--- config.mk ---
export PLATFORM = sky130hd
export DESIGN_NAME = id_stage
export DESIGN_NICKNAME = d
export VERILOG_FILES = /design/src/rtl/id_stage.sv
export SDC_FILE = /design/constraint.sdc
export NUM_CORES = 2
export LEC_CHECK = 0
export CORE_MARGIN = 10
export CORE_UTILIZATION = 60
export DETAILED_ROUTE_END_ITERATION = 10
export GPL_TIMING_DRIVEN = 0
export PLACE_DENSITY_LB_ADDON = 0.12
export RECOVER_POWER = 25
export SYNTH_ARGS = -nofsm -noshare
export SYNTH_HDL_FRONTEND = slang
export SYNTH_SLANG_ARGS = --single-unit
export TNS_END_PERCENT = 20
--- constraint.sdc ---
create_clock -name clk -period 3.8 [get_ports clk]
set_input_delay 0.76 -clock clk [delete_from_list [all_inputs] [get_ports clk]]
set_output_delay 0.76 -clock clk [all_outputs]
set_load 0.01 [all_outputs]
--- src/rtl/id_stage.sv ---
// Instruction decode stage: field decode, 32-entry register file with
// same-cycle write bypass, load-use hazard detection and the ID_EX register.
module id_stage #(
  parameter int SIZE = 32
) (
  input  logic              clk,
  input  logic              rst_n,
  input  logic [2*SIZE-1:0] IF_ID,
  input  logic              if_valid,
  input  logic              flush,
  input  logic              wb_en,
  input  logic [4:0]        wb_addr,
  input  logic [SIZE-1:0]   wb_data,
  output logic              stall,
  output logic              id_valid,
  output logic [SIZE-1:0]   id_pc_next,
  output logic [SIZE-1:0]   id_rs_data,
  output logic [SIZE-1:0]   id_rt_data,
  output logic [SIZE-1:0]   id_imm,
  output logic [4:0]        id_dest,
  output logic [5:0]        id_funct,
  output logic              id_reg_write,
  output logic              id_mem_read,
  output logic              id_mem_write,
  output logic              id_alu_src,
  output logic              id_branch,
  output logic              id_illegal
);

  localparam logic [5:0] OP_RTYPE = 6'h00;
  localparam logic [5:0] OP_ADDI  = 6'h08;
  localparam logic [5:0] OP_LW    = 6'h23;
  localparam logic [5:0] OP_SW    = 6'h2B;
  localparam logic [5:0] OP_BEQ   = 6'h04;

  logic [SIZE-1:0] instr;
  logic [SIZE-1:0] pc_next;
  logic [5:0]      opcode;
  logic [4:0]      rs;
  logic [4:0]      rt;
  logic [4:0]      rd;
  logic [SIZE-1:0] imm_ext;

  assign instr   = IF_ID[SIZE-1:0];
  assign pc_next = IF_ID[2*SIZE-1:SIZE];
  assign opcode  = instr[31:26];
  assign rs      = instr[25:21];
  assign rt      = instr[20:16];
  assign rd      = instr[15:11];
  assign imm_ext = {{(SIZE-16){instr[15]}}, instr[15:0]};

  logic       dec_reg_write;
  logic       dec_mem_read;
  logic       dec_mem_write;
  logic       dec_alu_src;
  logic       dec_branch;
  logic       dec_illegal;
  logic       dec_uses_rt;
  logic [4:0] dec_dest;

  // Opcode to control decode; unknown opcodes become a flagged NOP
  always_comb begin
    dec_reg_write = 1'b0;
    dec_mem_read  = 1'b0;
    dec_mem_write = 1'b0;
    dec_alu_src   = 1'b0;
    dec_branch    = 1'b0;
    dec_illegal   = 1'b0;
    dec_uses_rt   = 1'b0;
    dec_dest      = 5'd0;
    case (opcode)
      OP_RTYPE: begin
        dec_reg_write = 1'b1;
        dec_uses_rt   = 1'b1;
        dec_dest      = rd;
      end
      OP_ADDI: begin
        dec_reg_write = 1'b1;
        dec_alu_src   = 1'b1;
        dec_dest      = rt;
      end
      OP_LW: begin
        dec_mem_read  = 1'b1;
        dec_reg_write = 1'b1;
        dec_alu_src   = 1'b1;
        dec_dest      = rt;
      end
      OP_SW: begin
        dec_mem_write = 1'b1;
        dec_alu_src   = 1'b1;
        dec_uses_rt   = 1'b1;
      end
      OP_BEQ: begin
        dec_branch    = 1'b1;
        dec_uses_rt   = 1'b1;
      end
      default: dec_illegal = 1'b1;
    endcase
  end

  logic [SIZE-1:0] rf [32];
  logic            wb_live;

  // r0 is never written, so it stays at its reset value of zero
  assign wb_live = wb_en && (wb_addr != 5'd0);

  // Register file write port, cleared by reset
  always_ff @(posedge clk or negedge rst_n) begin
    if (!rst_n) begin
      for (int i = 0; i < 32; i++) rf[i] <= '0;
    end else if (wb_live) begin
      rf[wb_addr] <= wb_data;
    end
  end

  logic [SIZE-1:0] rs_data;
  logic [SIZE-1:0] rt_data;

  // Read ports with writeback bypass so a same-cycle write is observed
  always_comb begin
    rs_data = '0;
    rt_data = '0;
    if (rs != 5'd0) rs_data = (wb_live && wb_addr == rs) ? wb_data : rf[rs];
    if (rt != 5'd0) rt_data = (wb_live && wb_addr == rt) ? wb_data : rf[rt];
  end

  logic hazard_src;
  logic bubble;

  assign hazard_src = (id_dest == rs) || (dec_uses_rt && (id_dest == rt));
  assign stall = if_valid && id_valid && id_mem_read && (id_dest != 5'd0)
                 && !flush && hazard_src;
  assign bubble = flush || stall || !if_valid;

  // ID_EX register; a bubble clears valid and all controls
  always_ff @(posedge clk or negedge rst_n) begin
    if (!rst_n) begin
      id_valid     <= 1'b0;
      id_pc_next   <= '0;
      id_rs_data   <= '0;
      id_rt_data   <= '0;
      id_imm       <= '0;
      id_dest      <= 5'd0;
      id_funct     <= 6'd0;
      id_reg_write <= 1'b0;
      id_mem_read  <= 1'b0;
      id_mem_write <= 1'b0;
      id_alu_src   <= 1'b0;
      id_branch    <= 1'b0;
      id_illegal   <= 1'b0;
    end else begin
      id_valid     <= !bubble;
      id_pc_next   <= pc_next;
      id_rs_data   <= rs_data;
      id_rt_data   <= rt_data;
      id_imm       <= imm_ext;
      id_dest      <= bubble ? 5'd0 : dec_dest;
      id_funct     <= instr[5:0];
      id_reg_write <= !bubble && dec_reg_write;
      id_mem_read  <= !bubble && dec_mem_read;
      id_mem_write <= !bubble && dec_mem_write;
      id_alu_src   <= !bubble && dec_alu_src;
      id_branch    <= !bubble && dec_branch;
      id_illegal   <= !bubble && dec_illegal;
    end
  end

endmodule

# --- Yosys cells after proc, flatten, opt, wreduce, memory -nomap -nowiden ---
# Cells that the tools add are included.
classes:
  order_cmp: 4
  addsub: 0
  bitwise_logic: 3
  reduce_logical: 32
  div_mod_pow: 0
  mul: 0
  shift: 0
  mux: 22
  n_eq_ne: 8
op_table:
  columns: ["cell", "n"]
  rows:
  - ["1024-bit bitwise mux", 1]
  - ["32-bit binary-select mux with 5-bit select", 2]
  - ["32-bit two-way mux", 9]
  - ["32-bit demux with 5-bit select", 1]
  - ["5-bit == test", 4]
  - ["5-bit nonzero test", 4]
  - ["6-bit greater-or-equal comparator (second input constant)", 3]
  - ["5-bit NOT with 6-bit output", 3]
  - ["1-bit logical AND", 16]
  - ["6-bit == test (second input constant)", 2]
  - ["5-bit one-hot mux with 2 select lines", 1]
  - ["3-bit OR reduction", 3]
  - ["1-bit two-way mux", 7]
  - ["6-bit by 3-bit == test with 1-bit output (second input constant)", 1]
  - ["6-bit by 4-bit == test with 1-bit output (second input constant)", 1]
  - ["6-bit logical NOT", 1]
  - ["6-bit by 1-bit less-than comparator with 1-bit output (second input constant)", 1]
  - ["5-bit two-way mux", 1]
  - ["5-bit OR reduction", 1]
  - ["1-bit logical NOT", 3]
  - ["1-bit logical OR", 3]
  - ["2-bit OR reduction", 1]
word_totals:
  inputBits: 106
  ram_bits: 0
  latch_bits: 0
  register_bits: 1154
  mem_count: 0
  rom_bits: 0

# --- Depth between registers and ports, before layout ---
logic_depth:
  depth_word: 10
  mapped_depth: 11
  ltp_nobuf: 6

# --- Worst setup path after synthesis ---
# Ideal clock, no wire load.
synth_timing:
  path_kind: "input-to-output"
  from: "input IF_ID[21]"
  to: "output stall"
  arrival_time_ns: 2.265
  required_ns: 3.040
  setup_slack_ns: 0.775
  n_path_buf: 3
  stages: 7
  cell_sequence: "buf_6 buf_6 buf_6 xor2_1 nor3_1 nand3_1 a2111oi_0"
synth_between:
  elab_chain_cells: 3
synth_rtl:
  columns: ["element", "line", "source"]
  rows:
  - ["start: declaration", "8", "input logic [2*SIZE-1:0] IF_ID,"]
  - ["5-bit == test", "130", "assign hazard_src = (id_dest == rs) || (dec_uses_rt && (id_dest == rt));"]
  - ["1-bit logical OR", "130", null]
  - ["1-bit logical AND", "132", "&& !flush && hazard_src;"]
  - ["end: declaration", "14", "output logic stall,"]
# Every way passes these cells.

# --- Worst setup path after layout ---
layout_timing:
  from: "input IF_ID[25]"
  to: "register id_rs_data[19]"
layout_between:
  elab_chain_cells: 6
  elab_cells_between_ends: 9
  cone_classes: "eq/ne (1); mux (5); bitwise (1); reduce/logical (2)"
layout_rtl:
  columns: ["element", "line", "source"]
  rows:
  - ["5-bit NOT with 6-bit output (not written as such)", "123", "if (rs != 5'd0) rs_data = (wb_live && wb_addr == rs) ? wb_data : rf[rs];"]
  - ["32-bit binary-select mux with 5-bit select", "123", null]
  - ["32-bit two-way mux (not written as such) (2 in a row)", "123", null]
  - ["32-bit two-way mux", "123", null]
  - ["32-bit two-way mux *", "123", null]
  - ["via rs_data[19]", "116", "logic [SIZE-1:0] rs_data;"]
  - ["end signal: assignment", "154", "id_rs_data <= rs_data;"]
  - ["end: declaration", "17", "output logic [SIZE-1:0] id_rs_data,"]
# The timed path passes the listed nets; every way through them passes the cells marked *. The select of a mux whose other input is x is not followed.
# A chain may end at the register's enable or synchronous reset.

==> run metrics <==
Top cell by count, worst path=nor3_1; synthesized area=59260 µm²; Simple-Gate Fraction of Synth Area=0.03068; vias in the first global route=43600; P_sw=11.11 mW; DRC viols=0; register area share after synthesis=0.4848; Max Buffers Root-to-Sink=3; Mean Syn Cell Area=14.35 µm²; power share of the sequential group=0.435; First-pass DRT Iterations=9; fillers=6923; Root Driver=clkbuf_16; WP data arrival=4810 ps; max incr delay on CP=780 ps; H-tree Lvls=3; initial antenna violation count=29; number of synthesized flops with an enable pin=0; grt ovf=0; kind of critical path=input pin to register; Async SR Flop Fraction=1.000; combinational share of power=0.218; Compound-Gate Fraction of Synth Area=0.05325; Adder-Cell Fraction of Synth Area=0; Net Sw Frac=0.2995; worst-path fanout max=10; failing checks=capacitance limit, slew limit, setup timing; Yosys top cell by area=dfrtp_1; Detail Placement HPWL=184400 µm; Clock transition at path regs=60 ps; GRT Overall Usage=0.4770; mux cell area share after synthesis=0.3887; design area=68150 µm²; Pint=25.97 mW; Num Clock Sinks=1148; Max Fclk=0.2355 GHz; Worst path slowest cell=nor3b_1; Leakage Power=29.98 nW; core area=98130 µm²; Top-Level Pins=253; Crit. End Element=register; Post-DP Area=63690 µm²; Layout area overhead=15.00%; #FFs+latches synth=1148; Routed WL=271200 µm; Clk pwr share=0.347; pwr dens=544.0 nW/µm²; status=finished, violations left; vias=45900; storage element area=28730 µm²; power after layout=37.07 mW; crit path cell chain=clkdlybuf4s15_1 > buf_4 > nor3b_1 > clkbuf_1 > a22oi_1 > nand3_1 > a21oi_1 > nor3_1 > nor3_1; initial DRC count=7934; Site Rows=115; Rel. slew slack=-0.5231; Final Max Slew Viols=248; Critical Path RT=4370 ps; most common flop cell mapped by yosys=dfrtp_1; ANT nets after route=0; Final WS setup=-447.2 ps; fin crit period=4247 ps; die area=111700 µm²; Setup crit start kind=input pin; main combinational cell family by area after synthesis=multiplexers; Syn Inst Count=4130; share of cells above drive strength 1=0.3996; chip width=334.3 µm; area of the multi-input gates=28270 µm²; Synth cell types=63; # setup viols final=116; Post-Synth XOR/XNOR Area=0.002956; Die H=334.3 µm; nets=4622; vias per inst=7.746; wire length per cell=45.77 µm; fin crit share=1.118; Worst VDD drop=404.5 µV; synth cell count leaders=dfrtp_1 (1148), mux2_2 (1005), mux4_2 (368); fin util=0.6945; count leader, synth=dfrtp_1; Yosys warning total=0; largest cells by area after synthesis=dfrtp_1 (48%), mux2_2 (19%), mux4_2 (14%); top cell type's share of synthesized area=0.4848; largest net degree at the start of global routing=179; I/O Buffers=242; RSZ-0062 raised after global routing=true; Initial Util=0.6039; clk_lat worst skew=760 ps; worst min path class=register to register; max-capacitance violation count=11; global-route wire length before repair=364100 µm; Hold Vio Cnt, Final=0; cts bufs inserted=121; RD Place Congestion=1.056; synthesized net count=4236; slew of the pin with the lowest slew margin=2285 ps; TritonCTS clock tree=yes; Clock Skew=27.92 ps
[cell families (layout without fill, tap and decap cells)]
logic type,Yosys count,after routing
other,0,21
multiplexers,1704,1704
XOR/XNOR,20,20
flip-flops,1148,1148
buffers and inverters,470,957
AO/OA/AOI/OAI,436,436
AND/OR/NAND/NOR,352,352
[cell usage in the layout, fill, tap and decap left out, drive strengths merged, types with 47 or more instances in the layout]
master,count
mux2i,324
a21oi,55
clkdlybuf4s50,106
buf,242
nor2,91
a211oi,68
dlygate4sd3,132
dfrtp,1148
clkbuf,414
o21ai,75
mux2,1005
mux4,375
a221oi,71
nand2,78
a22oi,57
nor3,47
[timing repair]
item	in CTS	in global routing
cloned	0	0
pin swaps	0	1
hold endpoints to repair	69	0
buffers inserted	0	2
setup endpoints to repair	63	20
gates resized for setup	46	12
hold buffers	1	0
[through the flow]
step | hold WS [ps] | instances | TNS, ps | worst slack [ps]
6_report | 482.4 | 5925 | -16510 | -447.2
4_1_cts | 431.3 | 5902 | -262.2 | -137.2
2_1_floorplan | 438.5 | 4130 | 0 | 775.5
5_1_grt | 494.4 | 5906 | -1077 | -129.0
3_3_place_gp | 452.7 | 5659 | - | -50450
3_5_place_dp | 466.6 | 5677 | -96980 | -2134
[worst max-delay path, delay by kind of cell]
| family | cells | cell delay [ps] |
|---|---|---|
| simple gates | 4 | 2110 |
| buf+inv | 3 | 1680 |
| compound gates | 2 | 230 |
[sequential cells by signal, indices dropped and copies added (netlist names), 5 cells and up]
signal,flops
rf,1024
id_pc_next,32
id_rs_data,32
id_rt_data,32
id_imm,11
id_dest,5
id_funct,5
[per-layer routing]
metal	track usage	vias to the layer above	routed length, µm
met1	0.5729	23680	93160
met2	0.6166	4420	105600
met4	0.3458	30	24280
met5	0.01638	-	570
li1	-	16540	-
met3	0.2901	1221	47550
[final timing paths]
path                                 startpoint                       end  slack (ps)  cells after the start
min in group asynchronous                 rst_n     id_funct[1]$_DFF_PN0_         590                      2
setup reg to reg            rf[803]$_DFFE_PN0P_   id_rs_data[3]$_DFF_PN0_        1220                      6
hold / removal             rf[1002]$_DFFE_PN0P_      rf[1002]$_DFFE_PN0P_         480                      1
hold reg to reg            rf[1002]$_DFFE_PN0P_      rf[1002]$_DFFE_PN0P_         480                      1
max in group asynchronous                 rst_n        rf[37]$_DFFE_PN0P_         440                      4
setup / recovery                      IF_ID[25]  id_rs_data[19]$_DFF_PN0_        -450                      9
[area by class of cell]
| class | count | area share |
|---|---|---|
| Sequential cell | 1148 | 0.4215 |
| Multi-Input combinational cell | 2512 | 0.4149 |
| Clock buffer | 172 | 0.05199 |
| Timing Repair Buffer | 264 | 0.04116 |
| Buffer | 465 | 0.03543 |
| Tap cell | 1287 | 0.02363 |
| Clock inverter | 52 | 0.01037 |
| Antenna cell | 21 | 0.0007711 |
| Inverter | 4 | 0.0002203 |
[power groups by stage]
stage / combinational, mW / clock, mW / sequential (mW)
CTS: 7.74 / 12.8 / 16.0
global route: 8.24 / 13.2 / 16.3
finish: 8.07 / 12.9 / 16.1
floorplan: 4.92 / 0 / 15.7
detailed placement: 7.67 / 0 / 16.2
global placement: 7.44 / 0 / 16.2
Note: power is estimated with default switching activity, not from simulation.
